`src/rtl/mem_access_ctrl.sv`:
```
// mem_access_ctrl: MIPS M-stage data-bus sequencer with alignment checks, strobes and load extraction
module mem_access_ctrl #(
  parameter int ADDR_W = 32,
  parameter int DATA_W = 32
) (
  input  logic              clk,
  input  logic              reset,
  input  logic              m_valid,
  input  logic              m_is_store,
  input  logic [1:0]        m_size,
  input  logic              m_signed,
  input  logic [ADDR_W-1:0] m_addr,
  input  logic [DATA_W-1:0] m_wdata,
  input  logic [4:0]        m_dst,
  input  logic              flush,
  output logic              dreq_valid,
  output logic [ADDR_W-1:0] dreq_addr,
  output logic [1:0]        dreq_size,
  output logic [3:0]        dreq_strobe,
  output logic [DATA_W-1:0] dreq_data,
  input  logic              dresp_addr_ok,
  input  logic              dresp_data_ok,
  input  logic [DATA_W-1:0] dresp_data,
  output logic              stall,
  output logic              res_valid,
  output logic [4:0]        res_dst,
  output logic [DATA_W-1:0] res_data,
  output logic              exc_adel,
  output logic              exc_ades
);
  typedef enum logic [2:0] {IDLE, REQ, WAIT, DONE, DRAIN} state_t;
  state_t state, state_n;
  logic [1:0] sz;
  logic mis, go, kill, dead, sgn_q, store_q;
  logic [4:0] dst_q;
  logic [3:0] strb;
  logic [DATA_W-1:0] wrep, ext;
  logic [7:0] b;
  logic [15:0] h;
  assign sz = (m_size == 2'd3) ? 2'd2 : m_size;
  assign mis = (sz == 2'd1 & m_addr[0]) | (sz == 2'd2 & |m_addr[1:0]);
  assign go = state == IDLE & m_valid & !mis & !flush;
  assign dead = kill | flush;
  assign exc_adel = m_valid & mis & !m_is_store;
  assign exc_ades = m_valid & mis & m_is_store;
  assign dreq_valid = state == REQ;
  assign res_valid = state == DONE;
  assign stall = state == REQ | state == WAIT | state == DRAIN | go;
  assign strb = !m_is_store ? 4'b0000 :
                sz == 2'd0 ? 4'b0001 << m_addr[1:0] :
                sz == 2'd1 ? 4'b0011 << m_addr[1:0] : 4'b1111;
  assign wrep = sz == 2'd0 ? {4{m_wdata[7:0]}} : sz == 2'd1 ? {2{m_wdata[15:0]}} : m_wdata;
  assign b = dresp_data[{dreq_addr[1:0], 3'b000} +: 8];
  assign h = dresp_data[{dreq_addr[1], 4'b0000} +: 16];
  assign ext = dreq_size == 2'd0 ? {{24{sgn_q & b[7]}}, b} :
               dreq_size == 2'd1 ? {{16{sgn_q & h[15]}}, h} : dresp_data;
  // A kill seen before addr_ok cannot withdraw the request, so the response is drained instead
  always_comb begin
    state_n = state;
    case (state)
      IDLE:  state_n = go ? REQ : IDLE;
      REQ:   if (dresp_addr_ok) state_n = dresp_data_ok ? (dead ? IDLE : DONE) : (dead ? DRAIN : WAIT);
      WAIT:  state_n = dresp_data_ok ? (flush ? IDLE : DONE) : (flush ? DRAIN : WAIT);
      DONE:  state_n = IDLE;
      DRAIN: state_n = dresp_data_ok ? IDLE : DRAIN;
      default: state_n = IDLE;
    endcase
  end
  always_ff @(posedge clk) begin
    if (reset) begin
      state <= IDLE;
      kill <= 1'b0;
      dreq_addr <= '0;
      dreq_size <= '0;
      dreq_strobe <= '0;
      dreq_data <= '0;
      sgn_q <= 1'b0;
      store_q <= 1'b0;
      dst_q <= '0;
      res_dst <= '0;
      res_data <= '0;
    end else begin
      state <= state_n;
      if (go) begin
        kill <= 1'b0;
        dreq_addr <= m_addr;
        dreq_size <= sz;
        dreq_strobe <= strb;
        dreq_data <= wrep;
        sgn_q <= m_signed;
        store_q <= m_is_store;
        dst_q <= m_dst;
      end else if (state == REQ & flush) kill <= 1'b1;
      if (state_n == DONE) begin
        res_dst <= store_q ? 5'd0 : dst_q;
        res_data <= store_q ? '0 : ext;
      end
    end
  end
endmodule

```
`config.mk`:
```
export PLATFORM = sky130hd
export DESIGN_NAME = mem_access_ctrl
export DESIGN_NICKNAME = d
export VERILOG_FILES = /design/src/rtl/mem_access_ctrl.sv
export SDC_FILE = /design/constraint.sdc
export NUM_CORES = 1
export LEC_CHECK = 0
export BUFFER_PORTS_ARGS = -buffer_cell sky130_fd_sc_hd__buf_4
export CAP_MARGIN = 20
export CELL_PAD_IN_SITES_DETAIL_PLACEMENT = 0
export CELL_PAD_IN_SITES_GLOBAL_PLACEMENT = 1
export CORE_MARGIN = 3
export CORE_UTILIZATION = 34
export CTS_CLUSTER_DIAMETER = 30
export DETAILED_ROUTE_END_ITERATION = 12
export GPL_ROUTABILITY_DRIVEN = 0
export PLACE_DENSITY_LB_ADDON = 0.1
export REMOVE_ABC_BUFFERS = 1
export SETUP_SLACK_MARGIN = 0.3
export SLEW_MARGIN = 15
export SYNTH_ARGS = -nofsm -noshare
export SYNTH_HDL_FRONTEND = slang
export SYNTH_SLANG_ARGS = --single-unit
```
`constraint.sdc`:
```
create_clock -name clk -period 2.6 [get_ports clk]
set_input_delay 0.26 -clock clk [delete_from_list [all_inputs] [get_ports clk]]
set_output_delay 0.26 -clock clk [all_outputs]
set_load 0.02 [all_outputs]
```
Word level (Yosys, flattened, before mapping). Index checks and enable logic that the tools add are counted.

Equality and inequality tests: 9. Shift operators: 4. Mux-type cells: 20. Bitwise gates (word level): 16. Reduce and logical (&&, ||, !) cells: 8.

Operators by type and width (count): two-way mux 32 bit (5); variable part select 32 x 6 -> 16 bit (1); variable part select 32 x 6 -> 8 bit (1); two-way mux 3 bit (6); two-way mux 4 bit (3); case mux 3 bit (4 select lines) (1); bitwise AND 1 bit (11); equality test 3 x 2 -> 1 bit, second input constant (3); two-way mux 2 bit (3); two-way mux 5 bit (1); bitwise OR 1 bit (5); equality test 2 x 1 -> 1 bit, second input constant (2); equality test 2 bit, second input constant (2); logical NOT 2 bit (2); OR reduction 2 bit (2); left shift 1 x 2 -> 4 bit, first input constant (1); left shift 2 x 2 -> 4 bit, first input constant (1); equality test 3 x 1 -> 1 bit, second input constant (1); equality test 3 bit, second input constant (1); logical NOT 1 bit (3); logical NOT 3 bit (1); two-way mux 1 bit (1).

Register bits after elaboration: 118. Logic and storage cells: 68.

Depth between registers and ports, before layout.
Depth in word-level cells: 11. Mapped depth: 9. Mapped depth without buffers: 6.

Worst setup path before layout. Ideal clock, no wire load.

Path type: reg2reg. Start: register dreq_addr[1]. End: register res_data[10]. Arrival time: 2.079 ns. Path slack: 0.393 ns. Cell stages (with the launch flop): 7. Period minus slack after synthesis: 2.207 ns. Cells stage by stage: dfxtp_1 > clkbuf_1 > mux2i_1 > nor3b_1 > o41ai_1 > a221o_1 > o21ai_0.

Longest elaborated chain between the ends: 4. Elaborated cells on any way between the ends: 6.

Ends and longest elaborated chain: from (decl) (RTL line 17) `output logic [ADDR_W-1:0] dreq_addr,`; from (signal assigned) (RTL line 86) `dreq_addr <= m_addr;`; variable part select 32 x 6 -> 16 bit or variable part select 32 x 6 -> 8 bit (tied branches) (RTL line 54, 53); two-way mux 32 bit or bitwise AND 1 bit (tied branches) (RTL line 56, 55); two-way mux 32 bit * (RTL line 55) `assign ext = dreq_size == 2'd0 ? {{24{sgn_q & b[7]}}, b} :`; two-way mux 32 bit * (RTL line 96) `res_data <= store_q ? '0 : ext;`; to (signal assigned) (RTL line 96); to (decl) (RTL line 27) `output logic [DATA_W-1:0] res_data,`.

Mark *: on every way between the ends. The rest lies on a longest branch, timed or not. A chain may end at the register's enable or synchronous reset.

Worst setup path after layout.
Start: register state[0]. End: output port stall.

Longest elaborated chain between the ends: 5. Elaborated cells on any way between the ends: 10.

Ends and longest elaborated chain: from (decl) (RTL line 32) `state_t state, state_n;`; from (signal assigned) (RTL line 83) `state <= state_n;`; logical NOT 3 bit (RTL line 42) `assign go = state == IDLE & m_valid & !mis & !flush;`; bitwise AND 1 bit (3 in a row) (RTL line 42); bitwise OR 1 bit * (RTL line 48) `assign stall = state == REQ | state == WAIT | state == DRAIN | go;`; to (decl) (RTL line 24) `output logic stall,`.

Marks and branches as above.

==> impl_metrics.yaml <==
timing:
  period_share_pct: 82.4
  layout_setup_ws_ns: 0.457
  worstMarginPinSlew_ns: 0.702
  clock_skew_ns: 0.0127
  relSlewSlack_pct: 53.2
  setup_viol: 0
  timing.hold.ws_ns: 0.0277
  rsz0062_at_grt: "false"
  slew_viol_final: 0
  hold_violations: 0
  fin_crit_ns: 2.14
  clock.fmax_mhz: 467
  fin_tns_setup_ns: 0
global_route:
  grt_use_met1_pct: 23.1
  antenna_found_initial: 0
  grt_use_total_pct: 19.8
  grt_pass1_vias: 5592
  grt_pass1_wl_mm: 28.0
  busiest_layer: "met2"
  globalRouteOverflowTotal: 0
  grt_max_degree: 63
  grt_use_met3_pct: 6.89
  gr-usage-met2_pct: 33.4
worst_hold_path:
  holdCritStartpoint: "dresp_data_ok"
  hold_path.class: "in2reg"
drt:
  drc: 0
  drtIter0Drc: 351
  wl_mm: 17.3
  num_vias: 5387
  dr.pass1.iters: 4
  via_per_inst: 4.99
  wl_per_cell_um: 16.0
  ant_nets: 0
worst_setup_path:
  critPathCaptureType: "output pin"
  cp.required_ns: 2.34
  path_class: "reg2out"
  cp-startpoint: "state[0]$_SDFF_PP0_"
  cp_data_arrival_time_ns: 1.88
  r2r-start: "state[0]$_SDFF_PP0_"
  rrSetupSlack_ns: 0.48
  cp-start-kind: "register"
  critPathMaxFanout: 62
floorplan:
  ioPinCount: 223
  rows: 45
  start_util_pct: 35.0
  coreArea_sq_um: 15300
  dieArea_sq_um: 17300
  die_w_um: 132
  dieHeight_um: 132
cells_and_area:
  nNetsFinal: 970
  drive_above_1_share_pct: 32.8
  diodes: 0
  syn_to_final_growth_pct: 47.9
  stdcell_count: 1079
  final_util_pct: 51.8
  postLayoutCellArea_sq_um: 7930
placement:
  io_buffers: 222
  place_area_sq_um: 7230
  placedCellCount: 1047
  post-place-ws_ns: 0.390
  dp_hpwl_mm: 12.1
clock_tree:
  worstSkewPairLatency_ns: 0.41
  htreeDepth: 4
  clock_sinks: 118
  cts-root-buf: "clkbuf_16"
  numCtsBuffers: 17
  clock_path_buffers: 2
  postCtsSetupRepairBufs: 0
  clkTransAtPathRegs_ns: 0.05
  cts_tree: "done"
synth:
  ys_ff_latch: 118
  synth_cell_types: 41
  synth.area.top_cells: "dfxtp_1 (44%), nand2_1 (9.9%), a21oi_1 (6.1%)"
  synth_top_family_by_area: "compound AO/OA/AOI/OAI gates"
  synth_fa_ha_area_share_pct: 1.12
  syn_area_sq_um: 5360
  synthFlopType: "dfxtp_1"
  syn_avg_cell_area_sq_um: 8.17
  yosys.area.top_type_share_pct: 44.1
  seq_area_frac_synth_pct: 44.1
  synth_edf_count: 0
  netlist.top_cell.by_area: "dfxtp_1"
  synth-simple-area-share_pct: 20.6
  async_flop_share_pct: 0
  synth-xor-area-share_pct: 0.163
  yosys_warnings: 0
  synth.area.mux_share_pct: 3.73
  synth_compound_area_share_pct: 24.8
  synthCells: 656
power_and_ir_drop:
  p_seq_share_pct: 36.0
  power_frac_comb_pct: 12.5
  irDropWorstVdd_mv: 0.409
  p_leak_nw: 3.35
  clkPwrFrac_pct: 51.6
  power_density_nw_per_um2: 668
  swShare_pct: 22.7
  p_total_mw: 5.30
  internal-power_mw: 4.10
  p_sw_mw: 1.20
run_status:
  status: "complete, no violations"
job:
  max_cap_viol_count: 0
## flip-flops by register name, indices dropped and copies added (netlist names)
signal       count
sgn_q            1
dreq_data       32
state            3
kill             1
dreq_addr       32
store_q          1
dst_q            5
dreq_strobe      4
res_data        32
res_dst          5
dreq_size        2
## final timing paths
path	end	depth (start not counted)
hold reg to reg	dst_q[3]$_SDFFE_PP0P_	2
setup reg to reg	res_data[31]$_SDFFE_PP0N_	6
hold / removal	state[2]$_SDFF_PP0_	2
setup / recovery	stall	5
## area by class of cell
class	instances	area, sq um
Clock buffer	24	502
Timing Repair Buffer	240	1840
Clock inverter	8	190
Sequential cell	118	2360
Inverter	13	48.8
Fill cell	1488	7380
Multi-Input combinational cell	465	2730
Tap cell	211	264
## per-layer routing
metal | wire [um] | vias up
li1 | - | 2683
met1 | 7350 | 2505
met2 | 8390 | 174
met3 | 1190 | 25
met4 | 346 | 0
met5 | 0 | -
## power groups by stage
stage / logic (mW) / clock network, mW / registers (mW)
after floorplan: 0.230 / 0 / 2.01
after global routing: 0.723 / 2.87 / 1.91
after global placement: 0.653 / 0 / 1.94
final: 0.660 / 2.73 / 1.91
after CTS: 0.665 / 2.80 / 1.91
after detailed placement: 0.663 / 0 / 1.94
## logic make-up after synthesis
| group | count (synthesis) |
|---|---|
| muxes | 20 |
| AOI/OAI and AO/OA | 196 |
| DFF | 118 |
| and+or+nand+nor | 243 |
| adders and majority gates | 5 |
| xor gates and xnor gates | 1 |
| buffers and inverters | 73 |
## cells in the final DEF, fill, tap and decap left out, types with 2 or more instances in the layout
cell	count
a211oi_1	16
a21oi_1	65
a221o_1	8
a311oi_1	9
and3b_1	2
buf_12	2
buf_4	236
bufinv_16	6
clkbuf_1	2
clkbuf_16	17
clkbuf_8	5
clkinv_2	2
dfxtp_1	116
dfxtp_2	2
ha_1	4
inv_1	13
mux2i_1	20
nand2_1	142
nand2b_1	3
nand3_1	2
nand3b_1	22
nor2_1	43
nor2b_1	20
nor3_1	2
nor3b_1	2
o211ai_1	11
o21ai_0	42
o22a_1	7
o22ai_1	8
o2bb2ai_1	6
o2bb2ai_2	10
o31ai_1	8
## cell usage after synthesis (10+ instances only)
cell       count
clkbuf_1      44
nand3b_1      22
a21oi_1       65
inv_1         13
mux2i_1       20
nor2b_1       20
o21ai_0       42
o211ai_1      11
o2bb2ai_2     10
a211oi_1      16
buf_1         10
dfxtp_1      118
nor2_1        43
nand2_1      142
## what timing repair did
item / in CTS / in global routing
hold buffers: 0 / 0
hold endpoints to repair: 0 / 0
gates resized for setup: 1 / 5
pin swaps: 0 / 0
setup endpoints to repair: 1 / 17
## worst max-delay path: stages, from the launching register on
cell,delay [ns]
dfxtp_2,0.38
nor4_4,0.37
o2111ai_4,0.20
buf_8,0.27
nand2_1,0.11
buf_4,0.14
(Power assumes the default switching activity.)
